## config.mk

```make
export PLATFORM = sky130hd
export DESIGN_NAME = uart_tx_arbiter
export DESIGN_NICKNAME = d
export VERILOG_FILES = /design/src/rtl/uart_pkg.sv /design/src/rtl/uart_tx_arbiter_rr_pick.sv /design/src/rtl/uart_tx_arbiter.sv
export SDC_FILE = /design/constraint.sdc
export NUM_CORES = 1
export LEC_CHECK = 0
export ABC_AREA = 1
export CORE_UTILIZATION = 51
export CTS_CLUSTER_DIAMETER = 200
export DETAILED_ROUTE_END_ITERATION = 7
export PLACE_DENSITY = 0.86
export SETUP_SLACK_MARGIN = 0.05
export SLEW_MARGIN = 20
export SYNTH_ARGS = -nofsm -noshare
export SYNTH_HDL_FRONTEND = slang
export SYNTH_SLANG_ARGS = --single-unit
```

## constraint.sdc

```tcl
create_clock -name clk -period 5.55 [get_ports clk]
set_input_delay 1.11 -clock clk [delete_from_list [all_inputs] [get_ports clk]]
set_output_delay 1.11 -clock clk [all_outputs]
set_load 0.03 [all_outputs]
```

## src/rtl/uart_pkg.sv

```systemverilog
// Shared definitions for the UART transmit-side blocks: arbiter FSM states,
// default byte width and a constant ceil(log2) helper.
package uart_pkg;

    localparam int DATA_W_DEF = 8;

    typedef enum logic [1:0] {
        IDLE      = 2'd0,
        WAIT_BUSY = 2'd1,
        WAIT_DONE = 2'd2
    } arb_state_e;

    // ceil(log2(value)); returns 0 for value <= 1
    function automatic int clog2(input int value);
        int r;
        int v;
        r = 0;
        v = value - 1;
        while (v > 0) begin
            r = r + 1;
            v = v >> 1;
        end
        return r;
    endfunction

endpackage

```

## src/rtl/uart_tx_arbiter_rr_pick.sv

```systemverilog
// Combinational rotating-priority picker: finds the first eligible bit
// starting just after ptr_i and wrapping, so ptr_i itself has lowest priority.
module rr_pick
    import uart_pkg::*;
#(
    parameter int NUM_REQ = 4
) (
    input  logic [NUM_REQ-1:0]        elig_i,
    input  logic [clog2(NUM_REQ)-1:0] ptr_i,
    output logic [NUM_REQ-1:0]        win_o,
    output logic [clog2(NUM_REQ)-1:0] idx_o,
    output logic                      any_o
);

    localparam int IW = clog2(NUM_REQ);

    always_comb begin
        int            pos;
        logic [IW-1:0] pos_idx;
        logic          found;
        win_o   = '0;
        idx_o   = '0;
        pos     = 0;
        pos_idx = '0;
        found   = 1'b0;
        for (int off = 1; off <= NUM_REQ; off++) begin
            pos     = (int'(ptr_i) + off) % NUM_REQ;
            pos_idx = IW'(pos);
            if (!found && elig_i[pos_idx]) begin
                found          = 1'b1;
                win_o[pos_idx] = 1'b1;
                idx_o          = pos_idx;
            end
        end
        any_o = found;
    end

endmodule

```

## src/rtl/uart_tx_arbiter.sv

```systemverilog
// Round-robin arbiter sharing one UART transmitter among NUM_REQ byte sources;
// issues one byte per grant and follows tx_busy until the frame completes.
module uart_tx_arbiter
    import uart_pkg::*;
#(
    parameter int NUM_REQ      = 4,
    parameter int DATA_W       = DATA_W_DEF,
    parameter int MAX_BURST    = 1,
    parameter int BUSY_TIMEOUT = 16
) (
    input  logic                        clk,
    input  logic                        reset,
    input  logic [NUM_REQ-1:0]          req,
    input  logic [NUM_REQ*DATA_W-1:0]   req_data,
    input  logic [NUM_REQ-1:0]          req_en,
    output logic [NUM_REQ-1:0]          gnt,
    output logic                        tx_wr,
    output logic [DATA_W-1:0]           tx_data,
    input  logic                        tx_busy,
    output logic [clog2(NUM_REQ)-1:0]   owner,
    output logic                        active,
    output logic                        timeout
);

    localparam int IW = clog2(NUM_REQ);
    localparam int BW = clog2(MAX_BURST + 1);
    localparam int TW = clog2(BUSY_TIMEOUT + 1);

    arb_state_e          state_q,   state_d;
    logic [BW-1:0]       burst_q,   burst_d;
    logic [TW-1:0]       timer_q,   timer_d;
    logic [NUM_REQ-1:0]  gnt_q,     gnt_d;
    logic                tx_wr_q,   tx_wr_d;
    logic [DATA_W-1:0]   tx_data_q, tx_data_d;
    logic [IW-1:0]       owner_q,   owner_d;
    logic                active_q,  active_d;
    logic                timeout_q, timeout_d;

    logic [NUM_REQ-1:0]  eligible;
    logic [NUM_REQ-1:0]  pick_win;
    logic [IW-1:0]       pick_idx;
    logic                pick_any;
    logic                keep_owner;

    assign eligible = req & req_en;

    rr_pick #(
        .NUM_REQ (NUM_REQ)
    ) u_pick (
        .elig_i (eligible),
        .ptr_i  (owner_q),
        .win_o  (pick_win),
        .idx_o  (pick_idx),
        .any_o  (pick_any)
    );

    // burst_q == 0 means no burst is open (after reset or a timeout), so the
    // previous owner gets no continuation and rotation starts after it.
    assign keep_owner = req[owner_q] && req_en[owner_q] &&
                        (burst_q != '0) && (burst_q < BW'(MAX_BURST));

    always_comb begin
        logic [IW-1:0] win_idx;
        state_d   = state_q;
        burst_d   = burst_q;
        timer_d   = timer_q;
        gnt_d     = '0;
        tx_wr_d   = 1'b0;
        tx_data_d = tx_data_q;
        owner_d   = owner_q;
        active_d  = active_q;
        timeout_d = 1'b0;
        win_idx   = owner_q;

        case (state_q)
            IDLE: begin
                if (!tx_busy && pick_any) begin
                    if (keep_owner) begin
                        win_idx = owner_q;
                        gnt_d   = NUM_REQ'(1) << owner_q;
                        burst_d = burst_q + BW'(1);
                    end else begin
                        win_idx = pick_idx;
                        gnt_d   = pick_win;
                        burst_d = BW'(1);
                    end
                    tx_wr_d   = 1'b1;
                    tx_data_d = req_data[int'(win_idx)*DATA_W +: DATA_W];
                    owner_d   = win_idx;
                    active_d  = 1'b1;
                    timer_d   = '0;
                    state_d   = WAIT_BUSY;
                end
            end

            WAIT_BUSY: begin
                // busy wins over an expiring timer in the same cycle
                if (tx_busy) begin
                    state_d = WAIT_DONE;
                end else if (timer_q == TW'(BUSY_TIMEOUT - 1)) begin
                    timeout_d = 1'b1;
                    burst_d   = '0;
                    active_d  = 1'b0;
                    state_d   = IDLE;
                end else begin
                    timer_d = timer_q + TW'(1);
                end
            end

            WAIT_DONE: begin
                if (!tx_busy) begin
                    active_d = 1'b0;
                    state_d  = IDLE;
                end
            end

            default: begin
                state_d = IDLE;
            end
        endcase
    end

    always_ff @(posedge clk) begin
        if (reset) begin
            state_q   <= IDLE;
            burst_q   <= '0;
            timer_q   <= '0;
            gnt_q     <= '0;
            tx_wr_q   <= 1'b0;
            tx_data_q <= '0;
            owner_q   <= IW'(NUM_REQ - 1);
            active_q  <= 1'b0;
            timeout_q <= 1'b0;
        end else begin
            state_q   <= state_d;
            burst_q   <= burst_d;
            timer_q   <= timer_d;
            gnt_q     <= gnt_d;
            tx_wr_q   <= tx_wr_d;
            tx_data_q <= tx_data_d;
            owner_q   <= owner_d;
            active_q  <= active_d;
            timeout_q <= timeout_d;
        end
    end

    assign gnt     = gnt_q;
    assign tx_wr   = tx_wr_q;
    assign tx_data = tx_data_q;
    assign owner   = owner_q;
    assign active  = active_q;
    assign timeout = timeout_q;

endmodule
```

==> impl_results.md <==
- Hold WC Path Type: flop to flop
- Via density: 5.000
- PD cells: 588.2 nW/um^2
- Compound-Gate Fraction of Synth Area: 0.07620
- Worst-Margin Slew: 640.5 ps
- Mean post-synth cell area: 6.633 sq um
- Crit start category: flop
- Count leader, synth: nand2_1
- Critical Path RT: 4440 ps
- Final hold violation count: 0
- Clock Skew: 4.274 ps
- Synth Area in Adders: 0.08120
- Leak: 0.001181 uW
- Synth area leader: dfxtp_1
- Largest family of logic cells by synthesized area: simple AND/OR/NAND/NOR gates
- CTS tree: built
- DRC errors left: 0
- Simple-Gate Fraction of Synth Area: 0.4778
- Critical path's slowest cell: clkdlybuf4s50_1
- Grt ovf: 0
- Place WS: 2457 ps
- Number of synthesized flops with an enable pin: 0
- Synth top area cells: dfxtp_1 24%, nand2_1 18%, ha_1 8.1%
- DR iter-0 viols: about 110
- Maximum vdd drop: 0.3358 mV
- DIE AREA: around 4200 sq um
- Seq/Total Area, Yosys: 0.2399
- Fin crit share: 0.5252
- Syn Std Cell Area: 2003 sq um
- Setup violators final: 0
- Die X: 64.67 microns
- Starting Density: 0.5391
- Crit path kind: flop to output port
- Antenna Nets Post-Route: 0
- CTS H-Tree Depth: 1
- Proportion of layout cells with a drive suffix above 1: 0.1014
- Critical Path Max Stage Delay: 790 ps
- Critical path endpoint category: output port
- Critical path peak fanout: 15
- Post-synth top area share: 0.2399
- Synth Area in XOR/XNOR: 0
- # rows: 22
- Global-route wire length before repair: between 8000 and 9000 microns
- Layout Nets: 412
- Worst skew pair latency: 270 ps
- CTS Hold Bufs: 0
- Detailed placement HPWL: between 3000 and 4000 microns
- Clock-pin slew on the worst setup and hold paths: 100 ps
- Synth Instances: 302
- Max Clk Rate: 0.3431 GHz
- Routability-driven placement congestion ratio: 0.8445
- Chip Height: 64.67 microns
- Total power: 1540 uW
- Synth-to-Final Area Change: 30.73%
- Vias: 2015
- Multiplexer area fraction after synthesis: 0
- Max-cap viol count: 0
- Synth unique cells: 33
- Post-CTS Setup Repair Bufs: 0
- CP delay by family, top: buffers and inverters
- Max Slew Vio Count: 0
- Clock root buffer: clkbuf_8
- Total GRT Usage: 0.2456
- CP bufs+invs: 1
- TNS Setup: 0 ps
- Critical-path cell list: clkdlybuf4s50_1
- Clk sinks: 24
- Yosys warnings: 0
- Tmin final: 2915 ps
- Vias in the first global route: 1907
- Slew headroom: 0.5724
- Router iterations before antenna repair: 5
- Initial antenna violation count: 0
- RSZ-0062 raised after global routing: no
- Final WL: 4651 microns
- Clk buf depth: 2
- Status: complete, no violations
- ANT cells: 0
- I/O pins: 60
- Synth cell count leaders: 94 x nand2_1, 33 x inv_1, 32 x nand3_1
- Port bufs: 59
- Core area: about 3700 sq um
- Final core utilization: 0.7047
- Synth Flop Type: dfxtp_1
- Syn Nets: 358
- Setup ws final: 2635 ps
- Resized cells post-CTS: 0
- Critical Path AT: 1800 ps
- Pin count of the biggest net entering global routing: 22
- Async SR Flop Fraction: 0
- Routed wire per std cell: 11.54 microns
- Yosys reg bits: 24
- Total CTS buffers: 3
cells by family after synthesis:
logic type      Yosys count
compound gates           25
fa+ha+maj                13
buf+inv                  47
flops                    24
simple gates            193
area by class of cell:
type	instances	area, sq um
repair buffers	59	590.6
flip-flops and latches	24	480.5
fillers	341	1097
well taps	48	60.06
inverters	37	143.9
multi-input cells	231	1272
clock inverters	1	30.03
clock buffers	3	41.29
path summary, 6_finish.rpt:
| path | from | endpoint | slack, ps | depth (start not counted) |
|---|---|---|---|---|
| setup / recovery | owner[0]$_SDFFE_PP1P_ | owner[0] | 2640 | 1 |
| hold / removal | timer_q[4]$_SDFFE_PP0P_ | timer_q[4]$_SDFFE_PP0P_ | 480 | 2 |
| setup reg to reg | owner[0]$_SDFFE_PP1P_ | tx_data[5]$_SDFFE_PP0P_ | 2700 | 13 |
| hold reg to reg | timer_q[4]$_SDFFE_PP0P_ | timer_q[4]$_SDFFE_PP0P_ | 480 | 2 |
sequential cells by signal, summed over array words and instances, names as in the netlist:
register and flops:
tx_data 8, state_q 2, timeout 1, tx_wr 1
gnt 4, owner 2, timer_q 5, active 1
tightest hold or removal path, delay by kind of cell, from the launching register on:
family          cells  cell delay (ps)
flops               1              310
buf+inv             1               70
compound gates      1               60
layer usage:
metal  vias up  routed length [microns]  global-route usage
li1       1072                        -                   -
met1       880                     2106              0.2920
met2        57                     2272              0.4421
met3         6                      220             0.04401
met4         0                       52             0.07778
met5         -                        0                   0
report_power, final:
group          switching, uW  internal [uW]  total [uW]
clock                   63.9           96.5         160
sequential              56.3            228         284
combinational            725            371        1100
total                    845            696        1540
layout by cell type (no fill, tap or decap), types with 2 or more instances in the layout:
master	instances
dfxtp_1	24
o211ai_1	2
nor3_1	2
inv_2	2
nand2_2	7
nand3_2	8
o21ai_0	5
clkbuf_8	3
nor2_4	5
nand3_1	32
a21oi_1	10
nand3_4	2
inv_1	33
clkdlybuf4s50_1	59
ha_1	13
nand2_4	2
nor2_1	31
nand4_1	6
a221oi_1	2
nand2_1	94
inv_4	2
through the flow:
stage                     std cells  hold WS (ps)  area, sq um
final                           403         477.9         2619
after CTS                       403         477.9         2619
after global routing            403         500.3         2619
after floorplan                 302         435.5         2003
after global placement          399         454.0         2547
after detailed placement        399         464.4         2547
No activity file was read; power rests on OpenSTA's default activity.
